**src/rtl/tennis_scoreboard_if.sv**
```systemverilog
// Ball bus and scoreboard outputs shared between the LED ball engine side and the display logic.
// No handshake: ball is sampled on every newclock edge, outputs are registered and valid every tick.
interface tennis_scoreboard_if;
    logic [15:0] ball;
    logic [3:0]  pos;
    logic        pos_valid;
    logic        dir;
    logic        hit_left;
    logic        hit_right;
    logic        point_left;
    logic        point_right;
    logic [1:0]  score_left;
    logic [1:0]  score_right;
    logic [7:0]  rally_bcd;
    logic        match_over;
    logic        match_winner;
    logic        err;
    // Debug view of the FSM: 0 = IDLE, 1 = RALLY, 2 = POINT, 3 = MATCH
    logic [1:0]  state_dbg;

    modport master (
        output ball,
        input  pos, pos_valid, dir, hit_left, hit_right, point_left, point_right,
        input  score_left, score_right, rally_bcd, match_over, match_winner, err, state_dbg
    );

    modport slave (
        input  ball,
        output pos, pos_valid, dir, hit_left, hit_right, point_left, point_right,
        output score_left, score_right, rally_bcd, match_over, match_winner, err, state_dbg
    );
endinterface

```
**src/rtl/tennis_scoreboard.sv**
```systemverilog
// Receive-side tennis scoreboard: decodes the one-hot LED ball bus into direction, returns,
// points, per-player scores, a BCD rally counter and the match-over banner state.
module tennis_scoreboard #(
    parameter int         WIN_POINTS = 3,
    parameter logic [7:0] RALLY_MAX  = 8'h99
) (
    input logic                 newclock,
    input logic                 reset,
    tennis_scoreboard_if.slave  bus
);
    typedef enum logic [1:0] {
        IDLE  = 2'd0,
        RALLY = 2'd1,
        POINT = 2'd2,
        MATCH = 2'd3
    } state_t;

    localparam logic [1:0] WIN = 2'(WIN_POINTS);

    state_t      state;
    logic [3:0]  prev_pos;
    logic [3:0]  pos_q;
    logic        pos_valid_q;
    logic        dir_q;
    logic        hit_left_q;
    logic        hit_right_q;
    logic        point_left_q;
    logic        point_right_q;
    logic [1:0]  score_left_q;
    logic [1:0]  score_right_q;
    logic [7:0]  rally_q;
    logic        match_over_q;
    logic        match_winner_q;
    logic        err_q;
    logic        banner_seen;
    logic        last_left;

    logic        onehot;
    logic [3:0]  idx;
    logic        banner;
    logic        step_up;
    logic        step_dn;
    logic        stationary;
    logic        jump;

    function automatic logic [1:0] score_inc(input logic [1:0] s);
        return (s >= WIN) ? s : s + 2'd1;
    endfunction

    function automatic logic [7:0] bcd_inc(input logic [7:0] v);
        logic [7:0] r;
        if (v >= RALLY_MAX)
            r = v;
        else if (v[3:0] == 4'd9)
            r = {v[7:4] + 4'd1, 4'd0};
        else
            r = {v[7:4], v[3:0] + 4'd1};
        return r;
    endfunction

    always_comb begin
        onehot = 1'b0;
        idx    = 4'd0;
        for (int i = 0; i < 16; i++) begin
            if (bus.ball == (16'h0001 << i)) begin
                onehot = 1'b1;
                idx    = 4'(i);
            end
        end
    end

    // Compare in 5 bits so that 15 -> 0 is never mistaken for an adjacent step.
    assign banner     = (bus.ball == 16'h0801) || (bus.ball == 16'h4010);
    assign step_up    = ({1'b0, idx} == ({1'b0, prev_pos} + 5'd1));
    assign step_dn    = ({1'b0, prev_pos} == ({1'b0, idx} + 5'd1));
    assign stationary = (idx == prev_pos);
    assign jump       = !(step_up || step_dn || stationary);

    always_ff @(posedge newclock or posedge reset) begin
        if (reset) begin
            state          <= IDLE;
            prev_pos       <= 4'd0;
            pos_q          <= 4'd0;
            pos_valid_q    <= 1'b0;
            dir_q          <= 1'b1;
            hit_left_q     <= 1'b0;
            hit_right_q    <= 1'b0;
            point_left_q   <= 1'b0;
            point_right_q  <= 1'b0;
            score_left_q   <= 2'd0;
            score_right_q  <= 2'd0;
            rally_q        <= 8'h00;
            match_over_q   <= 1'b0;
            match_winner_q <= 1'b0;
            err_q          <= 1'b0;
            banner_seen    <= 1'b0;
            last_left      <= 1'b0;
        end else begin
            hit_left_q    <= 1'b0;
            hit_right_q   <= 1'b0;
            point_left_q  <= 1'b0;
            point_right_q <= 1'b0;
            if (onehot) begin
                pos_q       <= idx;
                pos_valid_q <= 1'b1;
                err_q       <= 1'b0;
                prev_pos    <= idx;
                if (step_up)
                    dir_q <= 1'b1;
                else if (step_dn)
                    dir_q <= 1'b0;
                case (state)
                    IDLE: begin
                        if (step_up || step_dn) begin
                            state   <= RALLY;
                            rally_q <= 8'h00;
                        end
                    end
                    RALLY: begin
                        if (dir_q && step_dn && prev_pos == 4'd15) begin
                            hit_left_q <= 1'b1;
                            rally_q    <= bcd_inc(rally_q);
                        end else if (!dir_q && step_up && prev_pos == 4'd0) begin
                            hit_right_q <= 1'b1;
                            rally_q     <= bcd_inc(rally_q);
                        end else if ((stationary && idx == 4'd15) || (jump && idx == 4'd0)) begin
                            point_right_q <= 1'b1;
                            score_right_q <= score_inc(score_right_q);
                            last_left     <= 1'b0;
                            state         <= POINT;
                        end else if ((stationary && idx == 4'd0) || (jump && idx == 4'd15)) begin
                            point_left_q <= 1'b1;
                            score_left_q <= score_inc(score_left_q);
                            last_left    <= 1'b1;
                            state        <= POINT;
                        end
                    end
                    POINT: begin
                        if ((last_left && score_left_q == WIN) || (!last_left && score_right_q == WIN)) begin
                            state          <= MATCH;
                            match_over_q   <= 1'b1;
                            match_winner_q <= last_left;
                        end else begin
                            state <= IDLE;
                        end
                    end
                    MATCH: begin
                        // Only a banner acknowledges the finished match; without it the board stays frozen.
                        if (banner_seen) begin
                            score_left_q   <= 2'd0;
                            score_right_q  <= 2'd0;
                            rally_q        <= 8'h00;
                            match_over_q   <= 1'b0;
                            match_winner_q <= 1'b0;
                            banner_seen    <= 1'b0;
                            state          <= IDLE;
                        end
                    end
                    default: state <= IDLE;
                endcase
            end else if (banner) begin
                pos_valid_q    <= 1'b0;
                err_q          <= 1'b0;
                match_over_q   <= 1'b1;
                match_winner_q <= (bus.ball == 16'h4010);
                banner_seen    <= 1'b1;
                state          <= MATCH;
            end else begin
                err_q <= 1'b1;
            end
        end
    end

    assign bus.pos          = pos_q;
    assign bus.pos_valid    = pos_valid_q;
    assign bus.dir          = dir_q;
    assign bus.hit_left     = hit_left_q;
    assign bus.hit_right    = hit_right_q;
    assign bus.point_left   = point_left_q;
    assign bus.point_right  = point_right_q;
    assign bus.score_left   = score_left_q;
    assign bus.score_right  = score_right_q;
    assign bus.rally_bcd    = rally_q;
    assign bus.match_over   = match_over_q;
    assign bus.match_winner = match_winner_q;
    assign bus.err          = err_q;
    assign bus.state_dbg    = state;
endmodule

```
**src/flat_wrapper.sv**
```systemverilog
// flat-port wrapper written by rule: the top's interface ports become plain ports
module tennis_scoreboard_flat 
#(
    parameter int         WIN_POINTS = 3,
    parameter logic [7:0] RALLY_MAX  = 8'h99
)
  (newclock, reset, bus_ball, bus_pos, bus_pos_valid, bus_dir, bus_hit_left, bus_hit_right, bus_point_left, bus_point_right, bus_score_left, bus_score_right, bus_rally_bcd, bus_match_over, bus_match_winner, bus_err, bus_state_dbg);
  tennis_scoreboard_if bus_i ();
  input logic newclock;
  input logic reset;
  input wire logic [$bits(bus_i.ball)-1:0] bus_ball;
  output wire logic [$bits(bus_i.pos)-1:0] bus_pos;
  output wire logic [$bits(bus_i.pos_valid)-1:0] bus_pos_valid;
  output wire logic [$bits(bus_i.dir)-1:0] bus_dir;
  output wire logic [$bits(bus_i.hit_left)-1:0] bus_hit_left;
  output wire logic [$bits(bus_i.hit_right)-1:0] bus_hit_right;
  output wire logic [$bits(bus_i.point_left)-1:0] bus_point_left;
  output wire logic [$bits(bus_i.point_right)-1:0] bus_point_right;
  output wire logic [$bits(bus_i.score_left)-1:0] bus_score_left;
  output wire logic [$bits(bus_i.score_right)-1:0] bus_score_right;
  output wire logic [$bits(bus_i.rally_bcd)-1:0] bus_rally_bcd;
  output wire logic [$bits(bus_i.match_over)-1:0] bus_match_over;
  output wire logic [$bits(bus_i.match_winner)-1:0] bus_match_winner;
  output wire logic [$bits(bus_i.err)-1:0] bus_err;
  output wire logic [$bits(bus_i.state_dbg)-1:0] bus_state_dbg;
  assign bus_i.ball = bus_ball;
  assign bus_pos = bus_i.pos;
  assign bus_pos_valid = bus_i.pos_valid;
  assign bus_dir = bus_i.dir;
  assign bus_hit_left = bus_i.hit_left;
  assign bus_hit_right = bus_i.hit_right;
  assign bus_point_left = bus_i.point_left;
  assign bus_point_right = bus_i.point_right;
  assign bus_score_left = bus_i.score_left;
  assign bus_score_right = bus_i.score_right;
  assign bus_rally_bcd = bus_i.rally_bcd;
  assign bus_match_over = bus_i.match_over;
  assign bus_match_winner = bus_i.match_winner;
  assign bus_err = bus_i.err;
  assign bus_state_dbg = bus_i.state_dbg;
  tennis_scoreboard #(.WIN_POINTS(WIN_POINTS), .RALLY_MAX(RALLY_MAX)) u_core (.newclock(newclock), .reset(reset), .bus(bus_i));
endmodule
```
**config.mk**
```make
export PLATFORM = sky130hd
export DESIGN_NAME = tennis_scoreboard_flat
export DESIGN_NICKNAME = d
export VERILOG_FILES = /design/src/rtl/tennis_scoreboard_if.sv /design/src/rtl/tennis_scoreboard.sv /design/src/flat_wrapper.sv
export SDC_FILE = /design/constraint.sdc
export NUM_CORES = 1
export LEC_CHECK = 0
export CORE_ASPECT_RATIO = 1.1
export CORE_MARGIN = 5
export CORE_UTILIZATION = 50
export DETAILED_ROUTE_END_ITERATION = 10
export HOLD_SLACK_MARGIN = 0.15
export PLACE_DENSITY = 0.89
export SLEW_MARGIN = 20
export SYNTH_ARGS = -nofsm -noshare
export SYNTH_HDL_FRONTEND = slang
export SYNTH_SLANG_ARGS = --single-unit
```
**constraint.sdc**
```tcl
create_clock -name newclock -period 5.5 [get_ports newclock]
set_input_delay 1.375 -clock newclock [delete_from_list [all_inputs] [get_ports newclock]]
set_output_delay 1.375 -clock newclock [all_outputs]
set_load 0.03 [all_outputs]
```
# Yosys cells after proc, flatten, opt, wreduce, memory -nomap -nowiden
# Cells that the tools add are included.
[classes]
n_addsub = 6
order_cmp = 3
eq_ne = 47
n_mux = 96
bitwise = 2
n_reduce_logical = 35
[op_table]
columns = ["cell", "count"]
rows = [
  ["$mux W1", 52],
  ["$mux W8", 6],
  ["$mux W2", 20],
  ["$eq A16 B12 Y1 const B", 2],
  ["$eq A16 B15 Y1 const B", 2],
  ["$mux W4", 8],
  ["$pmux W8 S3", 1],
  ["$eq A16 B1 Y1 const B", 1],
  ["$eq A16 B10 Y1 const B", 1],
  ["$eq A16 B11 Y1 const B", 1],
  ["$eq A16 B13 Y1 const B", 1],
  ["$eq A16 B14 Y1 const B", 1],
  ["$eq A16 B16 Y1 const B", 1],
  ["$eq A16 B2 Y1 const B", 1],
  ["$eq A16 B3 Y1 const B", 1],
  ["$eq A16 B4 Y1 const B", 1],
  ["$eq A16 B5 Y1 const B", 1],
  ["$eq A16 B6 Y1 const B", 1],
  ["$eq A16 B7 Y1 const B", 1],
  ["$eq A16 B8 Y1 const B", 1],
  ["$eq A16 B9 Y1 const B", 1],
  ["$ne A3 B3 Y1 const B", 5],
  ["$eq A4 B4 Y1 const B", 3],
  ["$mux W3", 4],
  ["other kinds (31)", 72],
]
[word_totals]
ff_bits = 29
input_bits = 18
out_inout_bits = 27
elab_cells = 205

# Depth between registers and ports, before layout
[logic_depth]
depth_word = 29
ltp_mapped = 16
mapped_depth_nobuf = 15

# Worst setup path before layout
# Ideal clock, no wire load.
[synth_path]
path_kind = "input-to-reg"
startpoint = "input port bus_ball[7]"
endpoint = "register u_core.rally_q[4], in the netlist u_core.bus.rally_bcd[4]"
setup_time_ns = 0.125
t_arrival_ns = 4.062
required_time_ns = 5.375
slack_ns = 1.313
stages = 14
n_path_buf = 1
path_cell_list = "buf_2 xor2_1 a32oi_1 nor2_1 a211o_2 ha_1 xnor2_1 o211ai_1 or4_1 a21bo_1 a21bo_2 a211o_4 nand3_1 mux2_2"
[synth_via]
elab_chain_len = 22
elab_cells_between_ends = 60
classes_between = "1 x add/sub; 20 x eq/ne; 33 x mux; 6 x reduce/logical"
[synth_rtl]
columns = ["element", "line", "rtl"]
rows = [
  ["start, declared", "flat_wrapper.sv:11", "input wire logic [$bits(bus_i.ball)-1:0] bus_ball;"],
  ["$eq A16 B2 Y1", "tennis_scoreboard.sv:65", "if (bus.ball == (16'h0001 << i)) begin"],
  ["$mux W1", "tennis_scoreboard.sv:65", ""],
  ["$mux W2 (2 in series)", "tennis_scoreboard.sv:65", ""],
  ["$mux W3 (4 in series)", "tennis_scoreboard.sv:65", ""],
  ["$mux W4 (7 in series)", "tennis_scoreboard.sv:65", ""],
  ["$mux W4 (*)", "tennis_scoreboard.sv:65", ""],
  ["net u_core.idx[0]", "tennis_scoreboard.sv:39", "logic [3:0] idx;"],
  ["$add A4 B1 Y5", "tennis_scoreboard.sv:75", "assign step_dn = ({1'b0, prev_pos} == ({1'b0, idx} + 5'd1));"],
  ["$eq A4 B5 Y1", "tennis_scoreboard.sv:75", ""],
  ["$logic_and A1 B1 Y1 (2 in series)", "tennis_scoreboard.sv:120", "if (dir_q && step_dn && prev_pos == 4'd15) begin"],
  ["$ne A3 B1 Y1 (no source line) or $mux W8 (tied branches)", "n/a", ""],
  ["$reduce_and A5 Y1 (no source line) or $pmux W8 S3 (tied branches)", "n/a", ""],
  ["end signal, assigned", "tennis_scoreboard.sv:122", "rally_q <= bcd_inc(rally_q);"],
  ["end signal, assigned", "tennis_scoreboard.sv:125", "rally_q <= bcd_inc(rally_q);"],
  ["end, declared", "tennis_scoreboard.sv:31", "logic [7:0] rally_q;"],
]
# The timed path passes the listed nets; every way through them passes the cells marked *.
# A chain may end at the register's enable or synchronous reset.

# Worst setup path after layout
[layout_path]
startpoint = "input port bus_ball[13]"
endpoint = "register u_core.rally_q[4], in the netlist u_core.bus.rally_bcd[4]"
[layout_via]
elab_cells_between_ends = 60
classes_between = "1 x add/sub; 20 x eq/ne; 33 x mux; 6 x reduce/logical"
[layout_rtl]
columns = ["element", "line"]
rows = [
  ["$eq A16 B3 Y1", "tennis_scoreboard.sv:65"],
  ["$mux W2 (2 in series)", "tennis_scoreboard.sv:65"],
  ["$mux W3 (4 in series)", "tennis_scoreboard.sv:65"],
  ["$mux W4 (7 in series)", "tennis_scoreboard.sv:65"],
  ["$mux W4 (*)", "tennis_scoreboard.sv:65"],
  ["net u_core.idx[1]", "tennis_scoreboard.sv:39"],
  ["$add A4 B1 Y5", "tennis_scoreboard.sv:75"],
  ["$eq A4 B5 Y1", "tennis_scoreboard.sv:75"],
  ["$logic_and A1 B1 Y1 (2 in series)", "tennis_scoreboard.sv:120"],
  ["$ne A3 B1 Y1 (no source line) or $mux W8 (tied branches)", "n/a"],
  ["$reduce_and A5 Y1 (no source line) or $pmux W8 S3 (tied branches)", "n/a"],
]
# Marks and branches as above.

==> results by group <==
Outcome
  • Outcome: finished clean

Clock network
  • CTS H-tree depth: 2
  • CTS tree: yes
  • Clock latency at the later pin of the worst-skew pair: 0.29 ns
  • Clock slew at reported path FFs: 0.06 ns
  • Clock buffer depth: 2
  • Post-CTS Resized: 0
  • Hold_buf cts: 0
  • CTS root buf: clkbuf_8
  • Post-CTS setup buffer count: 0
  • Sink Count: 29
  • CTS buffer count: 5

Synthesis
  • Number of synthesized register bits: 29
  • Yosys cell types: 71
  • Synth Cell Area: 0.00247 mm^2
  • Seq/Total Area, Yosys: 0.294
  • YS warnings: 0
  • Cell taking the most area after synthesis: dfrtp_1
  • Post-synth top area share: 0.284
  • Synth async-reset ratio: 1.00
  • Synthesized area per cell: 8.55 um^2
  • Post-Synthesis Cells: 289
  • EDFF count, synth: 0
  • Synth area leaders: dfrtp_1 (28%), nor2_1 (4.9%), nand2_1 (4.7%)
  • Net Count, Synth: 314
  • Main flop type after synthesis: dfrtp_1

Power and ir drop
  • Static leakage: 1.30 nW
  • P per Cell Area: 169 mW/mm^2
  • Total power: 516 uW
  • Max VDD drop: 0.149 mV

Worst setup path
  • Worst r2r path cells: 8
  • CP Max Fanout: 7
  • Worst Setup Start Kind: input pin
  • WS Path Type: input pin to register
  • CP required: 5.68 ns
  • Crit. End Element: register
  • Critical Path AT: 5.10 ns

Drt
  • Routed WL: 6200 um
  • DRC: 0
  • DRT iter0 DRCs: 186
  • Initial DRT Pass Iterations: 4
  • Final antenna-violating net count: 0
  • Routed vias/inst: 6.11
  • Routed len/inst: 16.0 um
  • Vias: 2369

STA
  • Least-Margin Pin Slew: 0.754 ns
  • Final clock skew: 0.00457 ns
  • Setup_tns: 0 ns
  • Unrepaired setup endpoints after global routing: no
  • Fin crit share: 0.895
  • Min Tclk post-route: 4.92 ns
  • Slew Viols, Final: 0
  • Final hold violations: 0
  • Endpoints failing setup: 0
  • Highest clock rate: 203 MHz
  • Slew HR: 0.496

GRT
  • First-pass GRT wire length: 10900 um
  • Largest net degree at the start of global routing: 30
  • Vias in the first global route: 2294
  • Remaining Overflow, GRT: 0
  • Total track usage: 0.204
  • Initial antenna violation count: 0

Layout
  • Share of cells above drive strength 1: 0.0964
  • Fill count: 407
  • Antenna diodes: 0
  • FF+latch area: 727 um^2
  • Area grow syn2layout: 23.5%
  • Total Nets Final: 356
  • Area of the multi-input gates: 0.00164 mm^2
  • Design area: 0.00305 mm^2

Floorplanning
  • Die width: 77.0 um
  • Core area: 0.00472 mm^2
  • Chip height: 83.7 um
  • Die area: 0.00645 mm^2
  • I/O Pins: 45
  • Row cnt: 26
  • Starting density of the core: 0.524

Worst hold path
  • Hold Path Cell Cnt: 2
  • HP Class: register to register

Placed design
  • DP Area: 0.00293 mm^2
  • Number of port buffers: 44
  • DP Wirelength: 4720 um
  • Routability congestion estimate: 1.01

Job
  • Maxcap violations: 0
[sequential cells by signal, summed over array words and instances, names as in the netlist]
signal                   cells
u_core.bus.dir               1
u_core.bus.point_right       1
u_core.bus.match_winner      1
u_core.banner_seen           1
u_core.bus.point_left        1
u_core.bus.rally_bcd         8
u_core.bus.score_right       2
u_core.bus.hit_right         1
u_core.bus.pos_valid         1
u_core.bus.hit_left          1
u_core.last_left             1
u_core.prev_pos              4
u_core.bus.score_left        2
u_core.bus.err               1
u_core.bus.match_over        1
u_core.bus.state_dbg         2
[final cells by class]
type	count	area share
Multi-Input combinational cell	237	0.539
Sequential cell	29	0.238
Timing Repair Buffer	44	0.144
Clock buffer	7	0.0283
Tap cell	56	0.0230
Inverter	14	0.0172
Clock inverter	1	0.00984
[kinds of logic after synthesis]
group / synth area share
DFF: 0.294
xor gates and xnor gates: 0.0648
AOI/OAI and AO/OA: 0.237
muxes: 0.0132
buffers and inverters: 0.0400
adders and majority gates: 0.0355
and+or+nand+nor: 0.316
[per-layer routing]
metal  GRT usage  wire, um
met5           0         0
met4      0.0703       106
met3      0.0400       304
met2       0.321      2910
met1       0.279      2880
[layout by cell type (no fill, tap or decap), types with 5 or more instances in the layout]
| master | instances |
|---|---|
| a21oi_1 | 8 |
| clkbuf_8 | 6 |
| clkdlybuf4s50_1 | 44 |
| dfrtp_1 | 28 |
| ha_1 | 7 |
| inv_1 | 13 |
| nand2_1 | 31 |
| nand3_1 | 15 |
| nand4_1 | 5 |
| nor2_1 | 32 |
| nor2b_1 | 9 |
| nor3_1 | 9 |
| nor4b_1 | 5 |
| o21ai_0 | 15 |
| xnor2_1 | 7 |
| xor2_1 | 6 |
[metrics by stage]
step | setup slack, ns | hold slack, ns | std cells | util
finish | 0.580 | 0.480 | 388 | 0.647
global route | 0.293 | 0.512 | 388 | 0.647
CTS | 0.655 | 0.492 | 388 | 0.647
detailed placement | 0.411 | 0.477 | 380 | 0.622
global placement | 0.499 | 0.478 | 380 | 0.622
floorplan | 1.31 | 0.472 | 289 | -
[synthesized netlist by cell type, types with 3 or more instances]
master     instances
and3_1             3
clkbuf_1           4
dfrtp_1           28
nand2_1           31
nand4_1            5
inv_1             14
o211ai_1           4
and2_1             3
ha_1               7
nand3_1           15
o2111ai_1          3
o22ai_1            4
o21ai_0           15
xnor2_1            7
nor4_4             3
nor3_1             9
buf_2              4
nor2_1            32
nor4b_1            5
nand2b_1           4
a21oi_1            8
nor2b_1            9
xor2_1             6
a21o_1             4
[final timing paths]
kind | startpoint | endpoint | slack [ns]
max in group asynchronous | reset | u_core.banner_seen | 3.61
worst min-delay path | u_core.bus.pos_valid | u_core.bus.pos_valid | 0.48
worst max register to register | u_core.prev_pos[1] | u_core.bus.rally_bcd[4] | 3.05
worst min register to register | u_core.bus.pos_valid | u_core.bus.pos_valid | 0.48
min in group asynchronous | reset | u_core.prev_pos[0] | 1.48
worst max-delay path | bus_ball[13] | u_core.bus.rally_bcd[4] | 0.58
[critical path, cell delays in order]
cell             delay, ns
clkdlybuf4s50_1       0.57
nor4_2                0.54
nand3_1               0.16
a21oi_1               0.19
nor2_1                0.11
inv_1                 0.13
ha_1                  0.27
xnor2_1               0.21
o211ai_1              0.14
or4_1                 0.42
a21bo_1               0.23
a21bo_2               0.19
a211o_4               0.17
nand3_1               0.10
mux2_2                0.29
[report_power, final]
group	switching, mW	internal [mW]	total [mW]
Sequential	0.00196	0.214	0.216
Clock	0.0866	0.148	0.234
Combinational	0.0385	0.0275	0.0660
Total	0.127	0.389	0.516
Note: power is estimated with default switching activity, not from simulation.
